[src/rtl/bus_arb_pkg.sv]
// Shared types and defaults for the split-transaction bus arbiter.
package bus_arb_pkg;

    typedef enum logic [1:0] {
        ST_IDLE         = 2'd0,
        ST_M1_OWN       = 2'd1,
        ST_M2_OWN       = 2'd2,
        ST_SPLIT_RETURN = 2'd3
    } arb_state_t;

    typedef enum logic {
        M1 = 1'b0,
        M2 = 1'b1
    } master_id_t;

    localparam int ARB_TIMEOUT_DEFAULT = 64;

endpackage

[src/rtl/arb_watchdog.sv]
// Grant-hold watchdog: counts held cycles and flags the last allowed cycle.
module arb_watchdog #(
    parameter int LIMIT = 64,
    parameter int CNT_W = $clog2(LIMIT + 1)
) (
    input  logic clk,
    input  logic rst_n,
    input  logic i_clear,
    input  logic i_enable,
    output logic o_expire
);

    logic [CNT_W-1:0] r_count;

    always_ff @(posedge clk or negedge rst_n) begin
        if (!rst_n) begin
            r_count <= '0;
        end else if (i_clear) begin
            r_count <= '0;
        end else if (i_enable) begin
            r_count <= r_count + CNT_W'(1);
        end
    end

    // Expire on the final permitted cycle so the owner gets exactly LIMIT cycles.
    assign o_expire = i_enable && (r_count == CNT_W'(LIMIT - 1));

endmodule

[src/rtl/split_bus_arbiter.sv]
// Two-master arbiter that also owns the split target's deferred-read return path.
module split_bus_arbiter
    import bus_arb_pkg::*;
#(
    parameter int TIMEOUT_CYCLES = ARB_TIMEOUT_DEFAULT
) (
    input  logic       clk,
    input  logic       rst_n,
    input  logic       m1_req,
    input  logic       m2_req,
    input  logic       m1_req_split,
    input  logic       m2_req_split,
    input  logic       s_ack,
    input  logic       s_split_ack,
    input  logic       split_req,
    output logic       m1_grant,
    output logic       m2_grant,
    output logic       split_grant,
    output logic       split_pending,
    output logic       split_owner,
    output logic       timeout,
    output logic [1:0] dbg_state
);

    arb_state_t r_state;
    master_id_t r_last_grant;
    master_id_t r_split_owner;
    logic       r_split_pending;
    logic       r_m1_grant;
    logic       r_m2_grant;
    logic       r_split_grant;
    logic       r_timeout;

    logic w_m1_elig;
    logic w_m2_elig;
    logic w_wd_clear;
    logic w_wd_expire;

    // Every owning state is entered from IDLE, so holding the count at zero there clears it on entry.
    assign w_wd_clear = (r_state == ST_IDLE);

    arb_watchdog #(
        .LIMIT(TIMEOUT_CYCLES)
    ) u_watchdog (
        .clk     (clk),
        .rst_n   (rst_n),
        .i_clear (w_wd_clear),
        .i_enable(!w_wd_clear),
        .o_expire(w_wd_expire)
    );

    assign w_m1_elig = m1_req && !(r_split_pending && ((r_split_owner == M1) || m1_req_split));
    assign w_m2_elig = m2_req && !(r_split_pending && ((r_split_owner == M2) || m2_req_split));

    always_ff @(posedge clk or negedge rst_n) begin
        if (!rst_n) begin
            r_state         <= ST_IDLE;
            r_last_grant    <= M2;
            r_split_owner   <= M1;
            r_split_pending <= 1'b0;
            r_m1_grant      <= 1'b0;
            r_m2_grant      <= 1'b0;
            r_split_grant   <= 1'b0;
            r_timeout       <= 1'b0;
        end else begin
            r_split_grant <= 1'b0;
            r_timeout     <= 1'b0;
            case (r_state)
                ST_IDLE: begin
                    if (r_split_pending && split_req) begin
                        r_state       <= ST_SPLIT_RETURN;
                        r_split_grant <= 1'b1;
                        r_m1_grant    <= (r_split_owner == M1);
                        r_m2_grant    <= (r_split_owner == M2);
                    end else if (w_m1_elig && (!w_m2_elig || r_last_grant == M2)) begin
                        r_state      <= ST_M1_OWN;
                        r_m1_grant   <= 1'b1;
                        r_last_grant <= M1;
                    end else if (w_m2_elig) begin
                        r_state      <= ST_M2_OWN;
                        r_m2_grant   <= 1'b1;
                        r_last_grant <= M2;
                    end
                end
                ST_M1_OWN, ST_M2_OWN: begin
                    // A deferred read outranks a plain completion arriving in the same cycle.
                    if (s_split_ack || s_ack || w_wd_expire) begin
                        r_state    <= ST_IDLE;
                        r_m1_grant <= 1'b0;
                        r_m2_grant <= 1'b0;
                    end
                    if (s_split_ack) begin
                        r_split_pending <= 1'b1;
                        r_split_owner   <= (r_state == ST_M1_OWN) ? M1 : M2;
                    end else if (!s_ack && w_wd_expire) begin
                        r_timeout <= 1'b1;
                    end
                end
                ST_SPLIT_RETURN: begin
                    if (s_ack || w_wd_expire) begin
                        r_state         <= ST_IDLE;
                        r_m1_grant      <= 1'b0;
                        r_m2_grant      <= 1'b0;
                        r_split_pending <= 1'b0;
                        r_timeout       <= !s_ack;
                    end
                end
                default: r_state <= ST_IDLE;
            endcase
        end
    end

    assign m1_grant      = r_m1_grant;
    assign m2_grant      = r_m2_grant;
    assign split_grant   = r_split_grant;
    assign split_pending = r_split_pending;
    assign split_owner   = r_split_owner;
    assign timeout       = r_timeout;
    assign dbg_state     = r_state;

endmodule

[config.mk]
export PLATFORM = sky130hd
export DESIGN_NAME = split_bus_arbiter
export DESIGN_NICKNAME = d
export VERILOG_FILES = /design/src/rtl/bus_arb_pkg.sv /design/src/rtl/arb_watchdog.sv /design/src/rtl/split_bus_arbiter.sv
export SDC_FILE = /design/constraint.sdc
export NUM_CORES = 1
export LEC_CHECK = 0
export ABC_AREA = 1
export BUFFER_PORTS_ARGS = -buffer_cell sky130_fd_sc_hd__buf_2
export CORE_MARGIN = 8
export CORE_UTILIZATION = 52
export DETAILED_ROUTE_END_ITERATION = 10
export PLACE_DENSITY = 0.82
export SYNTH_ARGS = -nofsm -noshare
export SYNTH_HDL_FRONTEND = slang
export SYNTH_SLANG_ARGS = --single-unit
[constraint.sdc]
create_clock -name clk -period 2.1 [get_ports clk]
set_clock_uncertainty 0.1 [all_clocks]
set_input_delay 0.105 -clock clk [delete_from_list [all_inputs] [get_ports clk]]
set_output_delay 0.105 -clock clk [all_outputs]
set_load 0.01 [all_outputs]
* Yosys cells after proc, flatten, opt, wreduce, memory -nomap -nowiden
Index checks and enable logic that the tools add are counted.
Storage, ports and cells: bits in registers 16, input bits 9, output and inout port bits 8, logic and storage cells 78
Cells by class: $add $sub $neg 1, equal/unequal tests 11, multiplexer cells 26, bitwise logic cells 2, reduce and logical (&&, ||, !) cells 29
Operators with widths (count):
- 1-bit two-way mux | 15
- 3-bit AND reduction | 4
- 2-bit two-way mux | 5
- 1-bit logical AND | 8
- 7-bit by 1-bit adder with 7-bit output, second input constant | 1
- 7-bit by 6-bit equality test with 1-bit output, second input constant | 1
- 7-bit two-way mux | 1
- 1-bit logical OR | 6
- 2-bit inequality test, second input constant | 3
- 1-bit case mux with 3 select lines | 2
- 2-bit case mux with 3 select lines | 1
- 1-bit logical NOT | 5
- 2-bit equality test, second input constant | 2
- 4-bit by 2-bit inequality test with 1-bit output, second input constant | 1
- 1-bit case mux with 2 select lines | 2
- 4-bit AND reduction | 1
- 2-bit nonzero test | 2
- 3-bit by 1-bit inequality test with 1-bit output, second input constant | 1
- 3-bit by 2-bit inequality test with 1-bit output, second input constant | 1
- 3-bit inequality test, second input constant | 1
- 2-bit by 1-bit equality test with 1-bit output, second input constant | 1
- 2-bit logical NOT | 1
- 1-bit NOT | 2
- 2-bit AND reduction | 1
- 2-bit OR reduction | 1

* Logic depth before layout (Yosys ltp)
Gate-level depths: netlist of run 1.
word-level depth 10, mapped depth 8, depth with buffers taken out 8

* By module
From an unflattened synthesis of run 1, not the netlist that was laid out.
Unflattened totals: cell total of the unflattened synthesis 116, area, all modules 949.7 sq um
By module, submodules not included:
- split_bus_arbiter | times used 1, cells an instance 68, area each 563.0 sq um, sequential area each 226.5 sq um
- arb_watchdog | times used 1, cells an instance 48, area each 386.6 sq um, sequential area each 175.2 sq um

* Worst setup path after synthesis of run 1
Ideal clock, no wire load.
path kind reg-to-reg, start register r_state[0] (netlist: dbg_state[0]), end register r_m2_grant (netlist: m2_grant), library setup time 117 ps, data arrival time 1381 ps, required time 1883 ps, slack 502 ps, cell stages (with the launch flop) 9, path buffers 0, clock period less this slack 1598 ps, path through dfrtp_1 > inv_1 > ha_1 > a21oi_1 > nor2_1 > nand2_4 > nand3_1 > nand2_1 > nand2_1
Between the ends: word-level cells in the longest chain between the ends 6, elaborated cells on any way between the ends 15, classes of those cells eq/ne (7); mux (1); reduce/logical (7)
RTL lines:
- start: declaration | line split_bus_arbiter.sv:25 | arb_state_t r_state;
- start signal: assignment | line split_bus_arbiter.sv:57 | r_state <= ST_IDLE;
- start signal: assignment | line split_bus_arbiter.sv:71 | r_state <= ST_SPLIT_RETURN;
- start signal: assignment | line split_bus_arbiter.sv:76 | r_state <= ST_M1_OWN;
- 2-bit logical NOT | line split_bus_arbiter.sv:40, split_bus_arbiter.sv:68
- 1-bit logical NOT | line split_bus_arbiter.sv:48 | .i_enable(!w_wd_clear),
- 1-bit logical AND | line arb_watchdog.sv:26 | assign o_expire = i_enable && (r_count == CNT_W'(LIMIT - 1));
- 1-bit logical OR (on tied branches) | line split_bus_arbiter.sv:100, split_bus_arbiter.sv:87
- 2-bit inequality test (no line)
- 4-bit AND reduction (no line)
- end signal: assignment | line split_bus_arbiter.sv:74 | r_m2_grant <= (r_split_owner == M2);
- end: declaration | line split_bus_arbiter.sv:30 | logic r_m2_grant;
Parallel ways exist; a longest one is shown, timed or not. A chain may end at the register's enable or synchronous reset.

* Worst setup path after layout of run 1
Same ends and word-level chain as after synthesis.

==> results of run 1 <==
[flip-flops by register name (all words and copies together) (netlist names)]
name / count
split_pending: 1
m2_grant: 1
split_grant: 1
r_last_grant: 1
split_owner: 1
m1_grant: 1
dbg_state: 2
timeout: 1
u_watchdog.r_count: 7
[cells in the mapped netlist (3+ instances only)]
cell type,n,area share
ha_1,4,0.056
nor2_1,11,0.047
nand3_1,5,0.028
nand2_1,18,0.076
nand2_2,4,0.028
o21ai_1,3,0.017
dfrtp_1,15,0.42
a21oi_1,6,0.034
inv_1,10,0.042
[stage by stage]
step / std cells / cell area [sq um] / total power (W)
3_5_place_dp: 132 / 988 / 0.00117
3_3_place_gp: 132 / 988 / 0.00114
2_1_floorplan: 99 / 887 / 0.000991
6_report: 140 / 1060 / 0.00138
5_1_grt: 140 / 1060 / 0.00150
4_1_cts: 140 / 1060 / 0.00139
[critical path, cell delays in order, from the launching register on]
cell     delay [ns]
dfrtp_1        0.42
inv_1          0.07
ha_1           0.36
a21oi_1        0.27
nor2_1         0.11
nand2_4        0.11
nand3_1        0.09
nand2_1        0.06
nand2_1        0.04
[cells by family after synthesis]
family / Yosys count
simple gates: 48
compound gates: 18
flops: 16
buf+inv: 13
fa+ha+maj: 4
[report_power, final]
group,internal (W),switching (W),total [W]
combinational,0.000256,0.000420,0.000676
clock,0.000106,0.000106,0.000211
sequential,0.000410,0.0000818,0.000492
total,0.000773,0.000607,0.00138
[how the worst max path moves through the flow]
stage / end / slack [ns] / cells past startpoint
6_report: m2_grant / 0.36 / 8
3_3_place_gp: m1_grant / 0.50 / 7
5_1_grt: dbg_state[0] / 0.16 / 8
2_1_floorplan: m2_grant / 0.50 / 8
3_5_place_dp: m2_grant / 0.39 / 8
4_1_cts: m2_grant / 0.37 / 8
[cell type report]
| class | instances | area, sq um |
|---|---|---|
| Fill cell | 138 | 606 |
| Sequential cell | 16 | 402 |
| Multi-Input combinational cell | 70 | 435 |
| Clock buffer | 4 | 36.3 |
| Timing Repair Buffer | 20 | 120 |
| Tap cell | 17 | 21.3 |
| Inverter | 13 | 50.0 |
[what timing repair did]
action | in CTS | in global routing
setup endpoints to repair | 0 | 0
hold buffers | 4 | 0
hold endpoints to repair | 19 | 0
[layer usage]
metal | routed length, um | track usage | part of all wire
met1 | 786 | 0.147 | 0.44
met2 | 801 | 0.185 | 0.45
met3 | 131 | 0.0381 | 0.074
met4 | 52 | 0.0714 | 0.029
met5 | 0 | 0 | 0
[placed cells by master, fill, tap and decap left out, drive strengths merged]
| cell | netlist | routed |
|---|---|---|
| nand2 | 24 | 24 |
| buf | 0 | 16 |
| dfrtp | 15 | 15 |
| nor2 | 13 | 13 |
| inv | 12 | 12 |
| nand3 | 8 | 8 |
| a21oi | 7 | 7 |
| o21ai | 6 | 6 |
| ha | 4 | 4 |
| dlygate4sd3 | 0 | 4 |
| clkbuf | 0 | 4 |
| nor3 | 2 | 2 |
| o21a | 2 | 2 |
| a31oi | 2 | 2 |
| clkinv | 1 | 1 |
| a21boi | 1 | 1 |
| nand4 | 1 | 1 |
| dfstp | 1 | 1 |
==> run_results.csv, run 1 <==
group,metric,value,unit
synth,synth_compound_area_frac,0.126,
cts,clock_path_buffers,2,
critical_path,r2r_setup_slack,0.36,ns
cts,numCtsBuffers,3,
worst_hold_path,min_path_type,"primary input to flip-flop",
sta,setup_ws,0.360,ns
sta,holdWs,0.115,ns
power,cellPowerDensity,1300,nW/um^2
floorplan,core,1670,sq um
synth,synthCells,99,
synth,ys_seq_area_frac,0.453,
layout,num_antenna_cells,0,
layout,nets,137,
synth,synth_edf_count,0,
critical_path,crit_type,"flip-flop to flip-flop",
synth,yosys.area_share.adder,0.0564,
routing,num_vias,723,
sta,slew_headroom,0.772,
placed_design,dp_hpwl,1.37,mm
layout,drive_above_1_share,0.309,
routing,dr.pass1.iters,4,
sta,final.min_clock_period,1.74,ns
synth,dominantRegCellSynth,"dfrtp_1",
global_routing,grt_pass1_wl,3.13,mm
synth,synth_xor_area_frac,0,
global_routing,grt_pass1_vias,718,
critical_path,required,2.20,ns
synth,netlist_area,887,sq um
critical_path,end_kind,"flip-flop",
global_routing,overflow,0,
floorplan,rows,15,
flow_run,max_cap_viol_count,0,
floorplan,start_util,0.531,
critical_path,worstRegToRegCells,8,
power,static-leakage-power,0.542,nW
placed_design,dp_slack,0.394,ns
routing,detail_route.wl_per_cell,12.7,um
floorplan,die_w,57.3,um
sta,fmax,575,MHz
cts,cts_tree,"done",
sta,tightest_slew,0.342,ns
sta,setup_violations,0,
cts,cts_resized,0,
routing,antenna_left,0,
synth,avgSynthCellArea,8.96,sq um
floorplan,top_level_ports,17,
layout,syn_to_final_growth,20.0,%
global_routing,antenna_found_initial,0,
routing,via_per_inst,5.16,
worst_hold_path,whs_endpoint,"r_last_grant",
synth,ys_seq_elements,16,
floorplan,dieHeight,57.3,um
critical_path,crit_fanout,5,
cts,clock_sinks,16,
cts,postCtsSetupRepairBufs,0,
synth,yosys_warnings,0,
global_routing,grtUsageTotal,0.122,
sta,rsz0062_at_grt,"no",
sta,hold_viol,0,
cts,path_clk_slew,0.10,ns
global_routing,grt_max_degree,17,
cts,h-tree-depth,1,
worst_hold_path,hold_start,"m2_req",
placed_design,routabilityCongestion,0.828,
sta,tns,0,ns
synth,synth_cell_types,25,
critical_path,cp-start-kind,"flip-flop",
sta,slew_viol_final,0,
critical_path,arrival,1.84,ns
critical_path,r2r-end,"m2_grant",
outcome,status,"completed",
synth,mappedNetlistNets,112,
synth,synth_top_family_by_area,"simple AND/OR/NAND/NOR gates",
floorplan,die_area,3280,sq um
cts,clock_latency,0.30,ns
synth,synthArstFlopShare,1.00,
critical_path,startpoint,"dbg_state[0]",
routing,remaining_drc_errors,0,
worst_hold_path,hold_depth,5,
power,peakVddDrop,0.000729,V
routing,dr.first_iter.drc_count,12,
critical_path,timing.rr.start,"dbg_state[0]",
sta,period_share,0.829,
placed_design,port_buffers,16,
layout,final_util,0.637,
synth,synth-simple-area-share,0.309,
cts,cts_root_buffer,"clkbuf_4",
routing,routed_wl,1.77,mm
synth,synthMuxAreaShare,0,
Power figures use the tool's default switching activity.
==> inputs of run 2 (changes only) <==
Settings changed: CORE_UTILIZATION 52 to 47, PLACE_DENSITY 0.82 to 0.78.
Clock period 2.1 ns to 1.6 ns, I/O delays scaled along.
==> run 2 against run 1 <==
Net effect:
- wire length rose by 11%
- critical endpoint unchanged
- non-clock buffer count rose by 4
- register-to-register slack lost 0.30 ns
- largest cell class unchanged
- sequential share of layout area shrank 1.8 points
- utilization increased by 0.27 points
- final area increased by 4.9%
==> run_results.csv, run 2 (synthesis results as in run 1) <==
group,metric,value,unit
layout,final_cell_mix,"18 x nand2_1, 16 x buf_2, 15 x dfrtp_1, 11 x nor2_1, 10 x inv_1",
cts,path_clk_slew,0.10,ns
placed_design,dp_hpwl,1.48,mm
layout,final_common_cell,"nand2_1",
routing,via_per_inst,5.02,
global_routing,grtUsageTotal,0.120,
floorplan,rows,15,
sta,tns,0,ns
routing,antenna_left,0,
layout,drive_above_1_share,0.339,
power,static-leakage-power,0.562,nW
cts,postCtsSetupRepairBufs,0,
floorplan,top_level_ports,17,
routing,routed_wl,1.97,mm
routing,remaining_drc_errors,0,
floorplan,die_area,3530,sq um
routing,detail_route.wl_per_cell,13.0,um
global_routing,grt_max_degree,17,
floorplan,start_util,0.508,
critical_path,crit_type,"flip-flop to flip-flop",
cts,clock_path_buffers,2,
cts,cts_tree,"done",
sta,setup_ws,0.0644,ns
layout,top_register,"u_watchdog.r_count",
sta,final.min_clock_period,1.54,ns
sta,hold_viol,0,
global_routing,overflow,0,
placed_design,port_buffers,16,
sta,setup_violations,0,
critical_path,cp_cell_sequence,"inv_1, ha_4, a21oi_1, nor2_1, nand2_4, nand3_1, nand2_1, nand2_1",
sta,period_share,0.960,
global_routing,grt_pass1_vias,775,
sta,rsz0062_at_grt,"no",
global_routing,antenna_found_initial,0,
power,cellPowerDensity,1740,nW/um^2
routing,num_vias,763,
sta,slew_viol_final,0,
outcome,status,"completed",
power,fin_total_pwr,0.00195,W
sta,fmax,651,MHz
flow_run,max_cap_viol_count,0,
sta,slew_headroom,0.770,
placed_design,dp_slack,0.0567,ns
layout,num_antenna_cells,0,
layout,syn_to_final_growth,26.0,%
cts,numCtsBuffers,3,
sta,tightest_slew,0.345,ns
critical_path,cp_slowest_stage_delay,0.39,ns
floorplan,core,1750,sq um
layout,nets,141,
routing,dr.first_iter.drc_count,19,
floorplan,dieHeight,59.4,um
global_routing,grt_pass1_wl,3.15,mm
floorplan,die_w,59.4,um
cts,cts_root_buffer,"clkbuf_4",
critical_path,end_kind,"flip-flop",
critical_path,slowest_stage,"dfrtp_1",
critical_path,cp-start-kind,"flip-flop",
cts,clock_latency,0.29,ns
placed_design,routabilityCongestion,0.723,
cts,clock_sinks,16,
layout,largest_reg_flops,7,
routing,dr.pass1.iters,4,
worst_hold_path,min_path_type,"primary input to flip-flop",
critical_path,arrival,1.63,ns
power,peakVddDrop,0.000972,V
cts,h-tree-depth,1,
critical_path,crit_path_frequent_cell,"nand2_1",
critical_path,crit_fanout,5,
critical_path,required,1.69,ns
run 2: cell types whose count changed in the layout (fill, tap and decap cells not counted):
cell	delta
buf_4	+4
ha_1	-1
ha_4	+1
run 2: cell type report:
type                            count  area, sq um
Clock buffer                        4         36.3
Inverter                           13         50.0
Sequential cell                    16          402
Tap cell                           25         31.3
Multi-Input combinational cell     70          448
Timing Repair Buffer               24          150
Fill cell                         150          628
run 2: worst paths after layout:
check | from | to | slack (ns) | cells past startpoint
max | dbg_state[1] | m2_grant | 0.06 | 8
min | m2_req | r_last_grant | 0.10 | 5
max reg2reg | dbg_state[1] | m2_grant | 0.06 | 8
min reg2reg | u_watchdog.r_count[0] | u_watchdog.r_count[0] | 0.38 | 1
max in group asynchronous | rst_n | r_last_grant | 0.99 | 2
min in group asynchronous | rst_n | m2_grant | 0.11 | 2
run 2: timing repair:
action / CTS / global route
endpoints found under the hold margin: 20 / 0
endpoints found under the setup margin: 0 / 4
hold buffers: 4 / 0
gates resized for setup: 0 / 1
run 2: worst max-delay path: cells and delay by family (launching register included):
| kind | cells | cell delay [ns] |
|---|---|---|
| AND/OR/NAND/NOR | 5 | 0.40 |
| flip-flops | 1 | 0.39 |
| adder cells (fa/ha/maj) | 1 | 0.23 |
| AO/OA/AOI/OAI | 1 | 0.18 |
| buffers and inverters | 1 | 0.13 |
run 2: layer usage:
| layer | up-vias | part of all wire | GRT usage |
|---|---|---|---|
| li1 | 377 | - | - |
| met1 | 360 | 0.42 | 0.120 |
| met2 | 19 | 0.50 | 0.203 |
| met3 | 7 | 0.039 | 0.0239 |
| met4 | 0 | 0.037 | 0.109 |
| met5 | - | 0 | 0 |
run 2: through the flow:
step	std cells	hold WS (ns)	util	instance area [sq um]
5_1_grt	152	0.136	0.640	1120
3_3_place_gp	144	-0.0932	0.589	1030
3_5_place_dp	144	-0.0919	0.589	1030
6_report	152	0.102	0.640	1120
4_1_cts	152	0.0866	0.633	1100
2_1_floorplan	99	-0.316	-	887
run 2: power by group:
group	switching (W)	internal, W
logic	0.000594	0.000437
clock network	0.000135	0.000139
registers	0.000102	0.000539
